**src/rtl/apb_wb_bridge_pkg.sv**
```systemverilog
// Shared types and width helpers for the APB-to-Wishbone bridge.
package apb_wb_pkg;

    // Bridge sequencing states.
    typedef enum logic [1:0] {
        IDLE = 2'd0,
        REQ  = 2'd1,
        WAIT = 2'd2,
        RESP = 2'd3
    } apb_wb_state_t;

    // Number of byte lanes for a given data width.
    function automatic int SEL_W(input int data_width);
        return data_width / 8;
    endfunction

endpackage

```
**src/rtl/apb_wb_bridge_timeout.sv**
```systemverilog
// Bus-timeout counter: cleared when a Wishbone cycle starts, counts while the
// bridge waits on the slave, and flags expiry on reaching TIMEOUT.
// TIMEOUT = 0 removes the counter entirely and never expires.
module apb_wb_timeout
    import apb_wb_pkg::*;
#(
    parameter int TIMEOUT = 1024
) (
    input  logic clk,
    input  logic reset,
    input  logic clear,
    input  logic run,
    output logic expired
);

    generate
        if (TIMEOUT > 0) begin : g_cnt
            localparam int CNT_W = $clog2(TIMEOUT + 1);
            localparam logic [CNT_W-1:0] LIMIT = CNT_W'(TIMEOUT);

            logic [CNT_W-1:0] count;

            // Count cycles spent waiting on the slave; hold once the limit is hit.
            always_ff @(posedge clk) begin
                if (reset) begin
                    count <= '0;
                end else if (clear) begin
                    count <= '0;
                end else if (run && (count != LIMIT)) begin
                    count <= count + CNT_W'(1);
                end
            end

            assign expired = (count == LIMIT);
        end else begin : g_off
            logic unused_ctl;
            assign unused_ctl = ^{clk, reset, clear, run};
            assign expired    = 1'b0;
        end
    endgenerate

endmodule

```
**src/rtl/apb_wb_bridge.sv**
```systemverilog
// APB slave front end driving a pipelined Wishbone master, one transfer at a
// time. Wishbone error and bus timeout both surface as PSLVERR.
module apb_wb_bridge
    import apb_wb_pkg::*;
#(
    parameter int ADDR_WIDTH = 5,
    parameter int DATA_WIDTH = 32,
    parameter int TIMEOUT    = 1024
) (
    input  logic                                         clk,
    input  logic                                         reset,
    input  logic [ADDR_WIDTH-1:0]                        apb_PADDR,
    input  logic                                         apb_PSEL,
    input  logic                                         apb_PENABLE,
    input  logic                                         apb_PWRITE,
    input  logic [DATA_WIDTH-1:0]                        apb_PWDATA,
    input  logic [SEL_W(DATA_WIDTH)-1:0]                 apb_PSTRB,
    output logic                                         apb_PREADY,
    output logic [DATA_WIDTH-1:0]                        apb_PRDATA,
    output logic                                         apb_PSLVERR,
    output logic                                         wb_cyc,
    output logic                                         wb_stb,
    output logic                                         wb_we,
    output logic [ADDR_WIDTH-$clog2(DATA_WIDTH/8)-1:0]   wb_addr,
    output logic [DATA_WIDTH-1:0]                        wb_data_o,
    output logic [SEL_W(DATA_WIDTH)-1:0]                 wb_sel,
    input  logic                                         wb_stall,
    input  logic                                         wb_ack,
    input  logic                                         wb_err,
    input  logic [DATA_WIDTH-1:0]                        wb_data_i
);

    localparam int BYTE_OFF = $clog2(SEL_W(DATA_WIDTH));

    apb_wb_state_t state;

    logic start;
    logic in_bus;
    logic resp_ok;
    logic done;
    logic abort;
    logic expired;

    // A strobe is only accepted when not stalled; once accepted, any ack/err
    // in WAIT completes the cycle. Completion beats a simultaneous timeout.
    assign start   = (state == IDLE) && apb_PSEL && apb_PENABLE;
    assign in_bus  = (state == REQ) || (state == WAIT);
    assign resp_ok = (state == WAIT) || ((state == REQ) && !wb_stall);
    assign done    = resp_ok && (wb_ack || wb_err);
    assign abort   = in_bus && !done && expired;

    generate
        if (BYTE_OFF > 0) begin : g_lsb
            logic unused_addr_lsb;
            assign unused_addr_lsb = ^apb_PADDR[BYTE_OFF-1:0];
        end
    endgenerate

    apb_wb_timeout #(
        .TIMEOUT (TIMEOUT)
    ) u_timeout (
        .clk     (clk),
        .reset   (reset),
        .clear   (start),
        .run     (in_bus),
        .expired (expired)
    );

    // Bridge sequencer: latch the APB request, run the Wishbone cycle, then
    // present a single-cycle PREADY with registered data and error.
    always_ff @(posedge clk) begin
        if (reset) begin
            state       <= IDLE;
            wb_cyc      <= 1'b0;
            wb_stb      <= 1'b0;
            wb_we       <= 1'b0;
            wb_addr     <= '0;
            wb_data_o   <= '0;
            wb_sel      <= '0;
            apb_PREADY  <= 1'b0;
            apb_PSLVERR <= 1'b0;
            apb_PRDATA  <= '0;
        end else begin
            apb_PREADY <= 1'b0;
            unique case (state)
                IDLE: begin
                    if (start) begin
                        state     <= REQ;
                        wb_cyc    <= 1'b1;
                        wb_stb    <= 1'b1;
                        wb_we     <= apb_PWRITE;
                        wb_addr   <= apb_PADDR[ADDR_WIDTH-1:BYTE_OFF];
                        wb_data_o <= apb_PWDATA;
                        wb_sel    <= apb_PWRITE ? apb_PSTRB : '1;
                    end
                end
                REQ, WAIT: begin
                    if (done) begin
                        state       <= RESP;
                        wb_cyc      <= 1'b0;
                        wb_stb      <= 1'b0;
                        apb_PREADY  <= 1'b1;
                        apb_PSLVERR <= wb_err;
                        apb_PRDATA  <= (!wb_we && !wb_err) ? wb_data_i : '0;
                    end else if (abort) begin
                        state       <= RESP;
                        wb_cyc      <= 1'b0;
                        wb_stb      <= 1'b0;
                        apb_PREADY  <= 1'b1;
                        apb_PSLVERR <= 1'b1;
                        apb_PRDATA  <= '0;
                    end else if (resp_ok) begin
                        // Strobe accepted with no response yet.
                        state  <= WAIT;
                        wb_stb <= 1'b0;
                    end
                end
                RESP: begin
                    // The APB access phase is still visible here; it is not a new request.
                    state <= IDLE;
                end
                default: begin
                    state <= IDLE;
                end
            endcase
        end
    end

endmodule

```
**config.mk**
```make
export PLATFORM = sky130hd
export DESIGN_NAME = apb_wb_bridge
export DESIGN_NICKNAME = d
export VERILOG_FILES = /design/src/rtl/apb_wb_bridge_pkg.sv /design/src/rtl/apb_wb_bridge_timeout.sv /design/src/rtl/apb_wb_bridge.sv
export SDC_FILE = /design/constraint.sdc
export NUM_CORES = 1
export LEC_CHECK = 0
export CORE_MARGIN = 4
export CORE_UTILIZATION = 46
export DETAILED_ROUTE_END_ITERATION = 8
export PLACE_DENSITY = 0.85
export SYNTH_ARGS = -nofsm -noshare
export SYNTH_HDL_FRONTEND = slang
export SYNTH_HIERARCHICAL = 1
export SYNTH_SLANG_ARGS = --single-unit
```
**constraint.sdc**
```tcl
create_clock -name clk -period 4.79 [get_ports clk]
set_input_delay 0.479 -clock clk [delete_from_list [all_inputs] [get_ports clk]]
set_output_delay 0.479 -clock clk [all_outputs]
set_load 0.02 [all_outputs]
```
==> PnR_summary.wiki <==
{| class="wikitable"
! Metric !! Value
|-
| Synthesized flop and latch total || 89
|-
| Number of hold violations in the final report || 0
|-
| Setup repair after global routing missed its margin || no
|-
| Antenna violations before repair || 0
|-
| Largest area contributor in the netlist || sky130_fd_sc_hd__dfxtp_1
|-
| Prevailing post-synth register cell || sky130_fd_sc_hd__dfxtp_1
|-
| Post-CTS Hold Buffers || 0
|-
| Count of TritonRoute iterations in the first routing pass || 4
|-
| Final Routed Wirelength || ~10000 um
|-
| Synth cell types || 44
|-
| # setup viols final || 0
|-
| Critical path type || reg2reg
|-
| Root buffer cell || sky130_fd_sc_hd__clkbuf_8
|-
| DR vias || 3620
|-
| Maximum buffer depth of the clock tree || 2
|-
| Utilization after layout || between 60% and 70%
|-
| Top cells by area in the synthesized netlist || sky130_fd_sc_hd__dfxtp_1, sky130_fd_sc_hd__nand2_1, sky130_fd_sc_hd__mux2i_1
|-
| Clock Sinks || 89
|-
| Outcome || finished clean
|-
| Beginning of the critical path || u_timeout/g_cnt.count[2]$_SDFFE_PP0P_
|-
| Boundary pin count || 157
|-
| Area of all sequential standard cells || 1782 sq um
|-
| Number of flops mapped to enable cells by yosys || 0
|-
| Seq pwr share || 43.5%
|-
| Cell internal power dissipation || 1.323 mW
|-
| Critical path destination || apb_PSLVERR$_SDFFE_PP0P_
|-
| Transition time of the tightest slew-check pin || between 1 and 1.5 ns
|-
| Largest net degree at the start of global routing || 52
|-
| Final worst path period share || a little under three fifths
|-
| First-pass GRT wire length || 16440 um
|-
| Most common cell after layout, fill and taps aside || sky130_fd_sc_hd__clkdlybuf4s50_1
|-
| Sum of overflow across all layers after global routing || 0
|-
| Remaining DRCs || 0
|-
| Psw || 0.5741 mW
|-
| Share of total power consumed by net switching || roughly 30%
|-
| Count of cells resized by post-cts repair || 0
|-
| Gr usage total || approximately 20%
|-
| Worst max-slew margin expressed relative to the limit || 30.93%
|-
| Power share of the clock group || 30.6%
|-
| Setup fix buffers added after clock tree synthesis || 0
|-
| Peak clock frequency supported by timing || 371.8 MHz
|-
| Type of the tightest min-delay check || reg2reg
|-
| Number of buffers added by the clock tree synthesis step || 9
|-
| Seq/Total Area, Yosys || 46.57%
|-
| Internal reg-to-reg setup slack || approximately 2.1 ns
|-
| Overall die area || around 10000 sq um
|-
| Yosys warning count || 6
|-
| CTS tree || yes
|-
| Vias per Instance || between 5 and 6
|-
| Shortest period the worst path allows || 2.690 ns
|-
| Logic depth of the worst register-to-register path || 6
|-
| Clock Skew || 0.01303 ns
|-
| Worst skew pair latency || 0.35 ns
|-
| Peak VDD IR || between 0.0002 and 0.00025 V
|-
| Cell count after synthesis || 434
|-
| Startpoint type of the worst setup path || flop
|-
| Height of the die || between 90 and 100 um
|-
| Asr flop ratio synth || 0%
|-
| Crit end category || flop
|-
| Static Leakage || 2.113 nW
|-
| Placement row count || 33
|-
| Floorplan core area || 8134 sq um
|-
| Number of nets produced by synthesis || 522
|-
| Cell area reported after detailed placement || 5383 sq um
|-
| Summed negative setup slack over all endpoints || 0 ns
|-
| Number of pins exceeding their max-slew limit in the final report || 0
|-
| Starting density of the core || 47.04%
|-
| Number of nets with antenna violations after routing || 0
|-
| Fraction of power consumed by combinational cells || 25.9%
|-
| Post-DP HPWL || 7161 um
|-
| Fill count || 649
|-
| Chip width || 99.20 um
|-
| Total number of H-tree levels || 3
|-
| Number of global-route vias before repair || 3498
|-
| Cell area after synthesis || 3826 sq um
|-
| Combined area of the multi-input logic cells || 1847 sq um
|-
| Iter 0 DRT Violations || 89
|-
| Area of all placed cells without fillers || 5607 sq um
|-
| Clock Pin Slew Worst Setup and Hold Paths || 0.09 ns
|-
| Crit path DAT || 2.96 ns
|-
| Max-cap violations || 0
|-
| Avg Synthesized Cell Area || 8.816 sq um
|-
| Routed length per instance || 14.98 um
|-
| Critical Path RT || approximately 5.1 ns
|-
| Source of the worst register-to-register timing path || u_timeout/g_cnt.count[2]$_SDFFE_PP0P_
|-
| Final net count || 662
|-
| Antenna diode instance count || 0
|-
| Most used cells in the layout excluding fill and tap cells || sky130_fd_sc_hd__clkdlybuf4s50_1, sky130_fd_sc_hd__nand2_1, sky130_fd_sc_hd__dfxtp_1
|-
| Area share of the leading cell type in the synthesized netlist || 46.57%
|-
| Number of buffer cells added on primary ports || 154
|-
| GP Congestion || 0.8505
|-
| Power per unit of standard cell area || 338.4 nW/um^2
|-
| Reg2Reg Capture Point || apb_PSLVERR$_SDFFE_PP0P_
|-
| Area added between synthesis and finish || 46.53%
|-
| Layout cells sized above 1 || 5.709%
|-
| Highest fanout seen on the critical path || 34
|}
## registers in the layout, indices dropped and copies added, names as in the netlist, 2 cells and up
register and flops:
wb_addr 3, wb_data_o 32, wb_sel 4, state 2, apb_PRDATA 32, u_timeout/g_cnt.count 11
## stage by stage
stage | worst slack [ns] | hold WS [ns] | power [mW] | instances
after global routing | 1.895 | 0.4833 | 1.995 | 683
after floorplan | 2.611 | 0.4601 | 1.143 | 434
after CTS | 2.104 | 0.4593 | 1.915 | 683
final | 2.100 | 0.4564 | 1.898 | 683
after global placement | 2.190 | 0.4409 | 1.323 | 668
after detailed placement | 2.125 | 0.4485 | 1.333 | 668
## logic make-up (layout without fill, tap and decap cells)
| kind of cell | after synthesis | in the layout | synth area share, % |
|---|---|---|---|
| AO/OA/AOI/OAI | 101 | 101 | 17.23 |
| XOR/XNOR | 2 | 2 | 0.4579 |
| adder cells (fa/ha/maj) | 7 | 7 | 2.289 |
| AND/OR/NAND/NOR | 162 | 162 | 19.85 |
| multiplexers | 32 | 32 | 8.372 |
| buffers and inverters | 41 | 185 | 5.232 |
| flip-flops | 89 | 89 | 46.57 |
## power groups by stage
stage	combinational (mW)	sequential (mW)	clock (mW)
after global routing	0.533	0.834	0.628
final	0.492	0.825	0.580
after CTS	0.494	0.826	0.595
after detailed placement	0.490	0.843	0
after global placement	0.484	0.839	0
after floorplan	0.258	0.884	0
## final cells by class
cell class,instances,area share (%)
clock buffers,10,2.455
flip-flops and latches,89,31.78
repair buffers,161,28.34
well taps,105,2.343
clock inverters,5,1.540
inverters,9,0.6025
multi-input cells,304,32.94
## worst max-delay path: stages (launching register included)
cell,delay (ns)
sky130_fd_sc_hd__dfxtp_1,0.36
sky130_fd_sc_hd__or4b_1,0.61
sky130_fd_sc_hd__nor3_1,0.59
sky130_fd_sc_hd__o31a_1,0.31
sky130_fd_sc_hd__o31ai_4,0.09
sky130_fd_sc_hd__buf_4,0.32
sky130_fd_sc_hd__a211oi_1,0.30
## layer usage
| metal | vias to the layer above | GRT usage, % | part of all wire (%) |
|---|---|---|---|
| li1 | 1795 | - | - |
| met1 | 1685 | 24.42 | 41 |
| met2 | 130 | 32.80 | 47 |
| met3 | 10 | 9.537 | 11 |
| met4 | 0 | 5.882 | 1.0 |
| met5 | - | 0 | 0 |
## cell usage after synthesis (all sizes together), types with 3 or more instances
library cell	count
o21ai	8
a21oi	44
a211oi	3
dfxtp	89
or4	6
clkbuf	20
nor3b	4
nor2	10
nand2	108
nor3	6
o31ai	3
ha	7
nor4b	4
nand4	4
inv	8
mux2i	32
nand3	6
buf	12
or3	4
o211ai	32
## how the worst min path moves through the flow
stage	cells after the start	end	slack, ns	start
floorplan	2	u_timeout/g_cnt.count[9]$_SDFFE_PP0P_	0.46	u_timeout/g_cnt.count[9]$_SDFFE_PP0P_
global placement	2	wb_data_o[10]$_SDFFE_PP0P_	0.44	wb_data_o[10]$_SDFFE_PP0P_
detailed placement	2	wb_data_o[13]$_SDFFE_PP0P_	0.45	wb_data_o[13]$_SDFFE_PP0P_
CTS	2	wb_data_o[6]$_SDFFE_PP0P_	0.46	wb_data_o[6]$_SDFFE_PP0P_
global route	2	apb_PRDATA[17]$_SDFFE_PP0P_	0.48	apb_PRDATA[17]$_SDFFE_PP0P_
finish	2	wb_data_o[6]$_SDFFE_PP0P_	0.46	wb_data_o[6]$_SDFFE_PP0P_
No activity file was read; power rests on OpenSTA's default activity.
